--- config.mk ---
export PLATFORM = sky130hd
export DESIGN_NAME = if_id_stage
export DESIGN_NICKNAME = d
export VERILOG_FILES = /design/src/rtl/if_id_stage.sv
export SDC_FILE = /design/constraint.sdc
export NUM_CORES = 1
export LEC_CHECK = 0
export ABC_AREA = 1
export BUFFER_PORTS_ARGS = -buffer_cell sky130_fd_sc_hd__buf_2
export CORE_AREA = 2 2 132 134
export DETAILED_ROUTE_END_ITERATION = 8
export DIE_AREA = 0 0 134 136
export SLEW_MARGIN = 15
export SYNTH_ARGS = -nofsm -noshare
export SYNTH_HDL_FRONTEND = slang
export SYNTH_SLANG_ARGS = --single-unit
export TNS_END_PERCENT = 50
--- constraint.sdc ---
create_clock -name clk -period 3.6 [get_ports clk]
set_clock_uncertainty 0.15 [all_clocks]
set_input_delay 0.72 -clock clk [delete_from_list [all_inputs] [get_ports clk]]
set_output_delay 0.72 -clock clk [all_outputs]
set_load 0.02 [all_outputs]
--- src/rtl/if_id_stage.sv ---
// -----------------------------------------------------------------------------
// if_id_stage
//
// IF/ID pipeline register for the five-stage RISC-V core. It latches the
// fetched instruction and its PC on each accepted fetch and holds them while
// the hazard unit stalls. A flush, or an edge with no valid fetch, loads a NOP
// bubble. The held word is sliced into the register-index, funct and raw
// immediate fields that decode and the immediate extender use in ID.
//
// Optional feature: define IFID_PERF_CNT_EN to build the saturating
// stall/flush cycle counters. When it is undefined, stall_cnt and flush_cnt
// read 0.
//
// Parameters
//   NOP_INSTR      instruction word held for bubbles and after reset
//   RESET_PC       id_pc value after reset
//
// Ports
//   clk            core clock, rising edge
//   rstn           asynchronous active-low reset
//   if_valid       fetch presents a valid instruction
//   if_pc/if_instr fetched PC and instruction word
//   stall          hold ID contents
//   flush          squash ID contents (overrides stall)
//   if_ready       stage accepts fetch this cycle (~stall | flush)
//   id_valid       ID holds a real instruction
//   id_pc/id_pc4   ID PC and PC+4 (wraps modulo 2^32)
//   id_instr       held instruction word
//   id_opcode .. id_jimm  combinational field slices of id_instr
//   stall_cnt      edges with stall=1 and flush=0 (saturating)
//   flush_cnt      edges with flush=1 (saturating)
// -----------------------------------------------------------------------------
module if_id_stage #(
    parameter logic [31:0] NOP_INSTR = 32'h0000_0013,
    parameter logic [31:0] RESET_PC  = 32'h0000_0000
) (
    input  logic        clk,
    input  logic        rstn,
    input  logic        if_valid,
    input  logic [31:0] if_pc,
    input  logic [31:0] if_instr,
    input  logic        stall,
    input  logic        flush,
    output logic        if_ready,
    output logic        id_valid,
    output logic [31:0] id_pc,
    output logic [31:0] id_pc4,
    output logic [31:0] id_instr,
    output logic [6:0]  id_opcode,
    output logic [4:0]  id_rd,
    output logic [2:0]  id_funct3,
    output logic [4:0]  id_rs1,
    output logic [4:0]  id_rs2,
    output logic [6:0]  id_funct7,
    output logic [4:0]  id_iimm_shamt,
    output logic [11:0] id_iimm,
    output logic [11:0] id_simm,
    output logic [11:0] id_bimm,
    output logic [19:0] id_uimm,
    output logic [19:0] id_jimm,
    output logic [31:0] stall_cnt,
    output logic [31:0] flush_cnt
);

    logic        r_valid;
    logic [31:0] r_pc;
    logic [31:0] r_instr;

    // The redirect fetch that follows a flush is accepted, so flush also
    // re-opens the stage while stall is held.
    assign if_ready = ~stall | flush;

    always_ff @(posedge clk or negedge rstn) begin
        if (!rstn) begin
            r_valid <= 1'b0;
            r_pc    <= RESET_PC;
            r_instr <= NOP_INSTR;
        end else if (flush) begin
            r_valid <= 1'b0;
            r_pc    <= if_pc;
            r_instr <= NOP_INSTR;
        end else if (!stall) begin
            // A missing fetch also loads a bubble, so ID never shows a
            // stale instruction.
            r_valid <= if_valid;
            r_pc    <= if_pc;
            r_instr <= if_valid ? if_instr : NOP_INSTR;
        end
    end

    assign id_valid = r_valid;
    assign id_pc    = r_pc;
    assign id_pc4   = r_pc + 32'd4;
    assign id_instr = r_instr;

    assign id_opcode     = r_instr[6:0];
    assign id_rd         = r_instr[11:7];
    assign id_funct3     = r_instr[14:12];
    assign id_rs1        = r_instr[19:15];
    assign id_rs2        = r_instr[24:20];
    assign id_funct7     = r_instr[31:25];
    assign id_iimm_shamt = r_instr[24:20];
    assign id_iimm       = r_instr[31:20];
    assign id_simm       = {r_instr[31:25], r_instr[11:7]};
    assign id_bimm       = {r_instr[31], r_instr[7], r_instr[30:25], r_instr[11:8]};
    assign id_uimm       = r_instr[31:12];
    assign id_jimm       = {r_instr[31], r_instr[19:12], r_instr[20], r_instr[30:21]};

`ifdef IFID_PERF_CNT_EN
    logic [31:0] r_stall_cnt;
    logic [31:0] r_flush_cnt;

    always_ff @(posedge clk or negedge rstn) begin
        if (!rstn) begin
            r_stall_cnt <= 32'd0;
            r_flush_cnt <= 32'd0;
        end else begin
            if (flush) begin
                if (r_flush_cnt != 32'hFFFF_FFFF) begin
                    r_flush_cnt <= r_flush_cnt + 32'd1;
                end
            end else if (stall) begin
                if (r_stall_cnt != 32'hFFFF_FFFF) begin
                    r_stall_cnt <= r_stall_cnt + 32'd1;
                end
            end
        end
    end

    assign stall_cnt = r_stall_cnt;
    assign flush_cnt = r_flush_cnt;
`else
    assign stall_cnt = 32'd0;
    assign flush_cnt = 32'd0;
`endif

endmodule

Word level (Yosys, flattened, before mapping):

Index checks and enable logic that the tools add are counted.
W data, S select, Z words.

* $add $sub $neg: 1
* equality and inequality tests: 1
* multiplexer cells: 7
* bitwise gates (word level): 2

Operators by type and width (number)
* $mux W32: 5
* $add A32 B3 Y32 const B: 1
* $mux W1: 2
* $ne A2 B1 Y1 const B: 1
* $not A1 Y1: 1
* $or A1 B1 Y1: 1

* bits in registers: 65
* input port bits: 69
* output and inout bits: 275

Longest topological paths before layout:

* depth in word-level cells: 3
* depth in mapped cells: 8
* mapped depth without buffers: 8

Least setup slack after synthesis:

No wires, ideal clock.

* kind: reg2out
* start point: reg r_pc[3] (netlist: id_pc[3])
* end point: out id_pc4[18]
* arrival: 1553 ps
* required time: 2730 ps
* setup slack: 1177 ps
* stages on the path, launching flop included: 7
* cells stage by stage: dfrtp_1 -> ha_1 -> nand2_1 -> nor2_2 -> nand2_2 -> nor2_4 -> xor2_1

* cells in the longest elaborated chain, start to end: 1

RTL lines
* start: declaration: line 66 `logic [31:0] r_pc;`
* start signal: assignment: line 80 `r_pc <= if_pc;`
* start signal: assignment: line 86 `r_pc <= if_pc;`
* $add A32 B3 Y32: line 93 `assign id_pc4 = r_pc + 32'd4;`
* end: declaration: line 47 `output logic [31:0] id_pc4,`

Every way passes these cells.

Final worst setup path:

* start point: reg r_pc[3] (netlist: id_pc[3])
* end point: out id_pc4[28]

Same word-level chain as after synthesis.

==> results.json <==
{
  "worst_pin_slew_ns": 0.893,
  "cts_buffer_depth": 2,
  "htreeDepth": 3,
  "grt_use_total": 0.139,
  "drive_gt1_frac": 0.439,
  "die_w_um": 134,
  "start_kind": "flop",
  "grt_max_degree": 66,
  "worstHoldStart": "id_valid$_DFFE_PN0P_",
  "cts.sink_count": 65,
  "drc_errors": 0,
  "ys_seq_area_frac": 0.361,
  "grt-ovfl-total": 0,
  "via_per_inst": 3.96,
  "cts.clk_slew.worst_paths_ns": 0.06,
  "postLayoutCellArea_sq_um": 5370,
  "synth_seq_cells": 65,
  "setup_viol": 0,
  "worst_ep_required_time_ns": 2.73,
  "wirelength_um": 13200,
  "period_share": 0.754,
  "peakVddDrop_mv": 0.207,
  "clockRootBuffer": "clkbuf_16",
  "cp_max_fo": 4,
  "vias": 3767,
  "dr.pass1.iters": 4,
  "core_sq_um": 16900,
  "hold_viol": 0,
  "maxCapViolCount": 0,
  "gp_congestion": 0.803,
  "p_seq_frac": 0.372,
  "p_int_mw": 1.47,
  "io_pins": 344,
  "avgSynthCellArea_sq_um": 8.12,
  "crit_path_start": "id_pc[3]$_DFFE_PN0P_",
  "finalPower_mw": 2.26,
  "max_slew_margin": 0.405,
  "rows": 48,
  "syn_to_final_growth_pct": 18.7,
  "die_h_um": 136,
  "wl_per_cell_um": 13.8,
  "drt.antenna.violating_nets": 0,
  "dpl_cell_area_sq_um": 5070,
  "power_density_nw_per_um2": 422,
  "synth_area_sq_um": 4520,
  "cts.repair.resized": 0,
  "grt_pass1_wl_um": 19200,
  "path_class": "reg -> out",
  "fin_tns_setup_ns": 0,
  "ys_types": 23,
  "io_buffers": 279,
  "comb_power_share": 0.240,
  "diodes": 0,
  "reg2reg_from": "id_instr[31]$_DFFE_PN0P_",
  "arrival_ns": 1.84,
  "hpwl_um": 10400,
  "grt_pass1_vias": 3229,
  "switching_share": 0.352,
  "cp-end-kind": "output pin",
  "status": "finished, final reports clean",
  "fin_util": 0.318,
  "leakagePower_nw": 3.26,
  "numCtsBuffers": 9,
  "yosys_warnings": 0,
  "start_util": 0.268,
  "clock.fmax_ghz": 0.369,
  "syn_inst": 557,
  "hold_class": "reg -> reg",
  "die_area_sq_um": 18200,
  "drtIter0Drc": 183,
  "power_switching_uw": 796,
  "slew_viol_final": 0,
  "nNetsFinal": 792,
  "cts_tree": "yes",
  "cts_hold_buf": 0,
  "rsz0062_at_grt": "no",
  "clockPowerShare": 0.388,
  "clk_latency_ns": 0.33,
  "postCtsSetupBuffers": 0,
  "antenna_found_initial": 1,
  "period_needed_ns": 2.71
}
==> state kept, by name, summed over array words and instances (netlist names) <==
name,cells
id_pc,32
id_instr,32
id_valid,1
==> final cells by class <==
type / instances / area (sq um)
fill: 1819 / 11500
sequential: 65 / 1630
clock inverter: 7 / 71.3
tap: 225 / 282
clock buffer: 9 / 225
inverter: 31 / 116
multi-input combinational: 333 / 1620
timing repair buffer: 282 / 1420
==> worst max-delay path, cell delays in order, from the launching register on <==
cell and delay [ns]:
dfrtp_1 0.39, ha_1 0.22, nand3_1 0.15, nor2_1 0.23, and2_1 0.19, nand2_1 0.07
nand2_1 0.06, nand2_1 0.05, buf_2 0.16
==> metrics by stage <==
step,hold slack [ns],instances,setup WS [ns]
5_1_grt,0.350,952,0.631
3_5_place_dp,0.316,936,1.19
3_3_place_gp,0.313,936,1.26
4_1_cts,0.333,952,0.811
6_report,0.335,952,0.887
2_1_floorplan,0.274,620,1.18
==> Yosys cell counts <==
library cell  count  area, sq um
a22o_1           29          254
and2_1            3         18.8
buf_1             4         15.0
buf_2             4         20.0
buf_4           179         1340
clkbuf_1          4         15.0
conb_1            1         3.75
dfrtp_1          62         1550
dfstp_2           3         78.8
ha_1              1         12.5
inv_1            29          109
inv_2             2         7.51
nand2_1         140          526
nand2_2           3         18.8
nand2_4           1         11.3
nand3_1          14         70.1
nor2_1           29          109
nor2_2            5         31.3
nor2_4            6         67.6
nor3_1            1         5.00
o21ai_1          19         95.1
o22a_1            3         26.3
xor2_1           15          131
==> metal layers <==
metal | GRT usage | vias up | share of wire
met2 | 0.213 | 171 | 0.46
met5 | 0 | - | 0.00099
li1 | - | 1839 | -
met1 | 0.191 | 1737 | 0.45
met3 | 0.0276 | 18 | 0.064
met4 | 0.0609 | 2 | 0.022
==> cell usage in the layout (no fill, tap or decap), types with 14 or more instances in the layout <==
master and count:
nand2_1 140, nor2_1 29, xor2_1 15, buf_2 278
nand3_1 14, o21ai_1 19, a22o_1 29, dfrtp_1 62
conb_1 64, inv_1 29
==> path summary, 6_finish.rpt <==
check                                      endpoint  slack, ns  cells after the start
max                                      id_pc4[28]       0.89                      8
min                            id_valid$_DFFE_PN0P_       0.33                      2
max reg2reg                id_instr[31]$_DFFE_PN0P_       2.65                      1
min reg2reg                    id_valid$_DFFE_PN0P_       0.33                      2
max in group asynchronous   id_instr[5]$_DFFE_PN0P_       2.36                      1
min in group asynchronous     id_pc[26]$_DFFE_PN0P_       0.35                      1
==> cell families (layout without fill, tap and decap cells) <==
| kind of cell | after synthesis | in the layout | share of synthesized area |
|---|---|---|---|
| AND/OR/NAND/NOR | 202 | 202 | 0.190 |
| other | 1 | 64 | 0.000830 |
| flip-flops | 65 | 65 | 0.361 |
| XOR/XNOR | 15 | 15 | 0.0291 |
| buffers and inverters | 222 | 329 | 0.334 |
| AO/OA/AOI/OAI | 51 | 51 | 0.0830 |
| adder cells (fa/ha/maj) | 1 | 1 | 0.00277 |
==> power by group through the flow <==
stage	logic, mW	clock network [mW]	registers [mW]
floorplan	0.402	0	0.893
global placement	0.549	0	0.854
detailed placement	0.549	0	0.854
CTS	0.551	0.919	0.842
global route	0.590	0.942	0.851
finish	0.544	0.879	0.841
(Power assumes the default switching activity.)
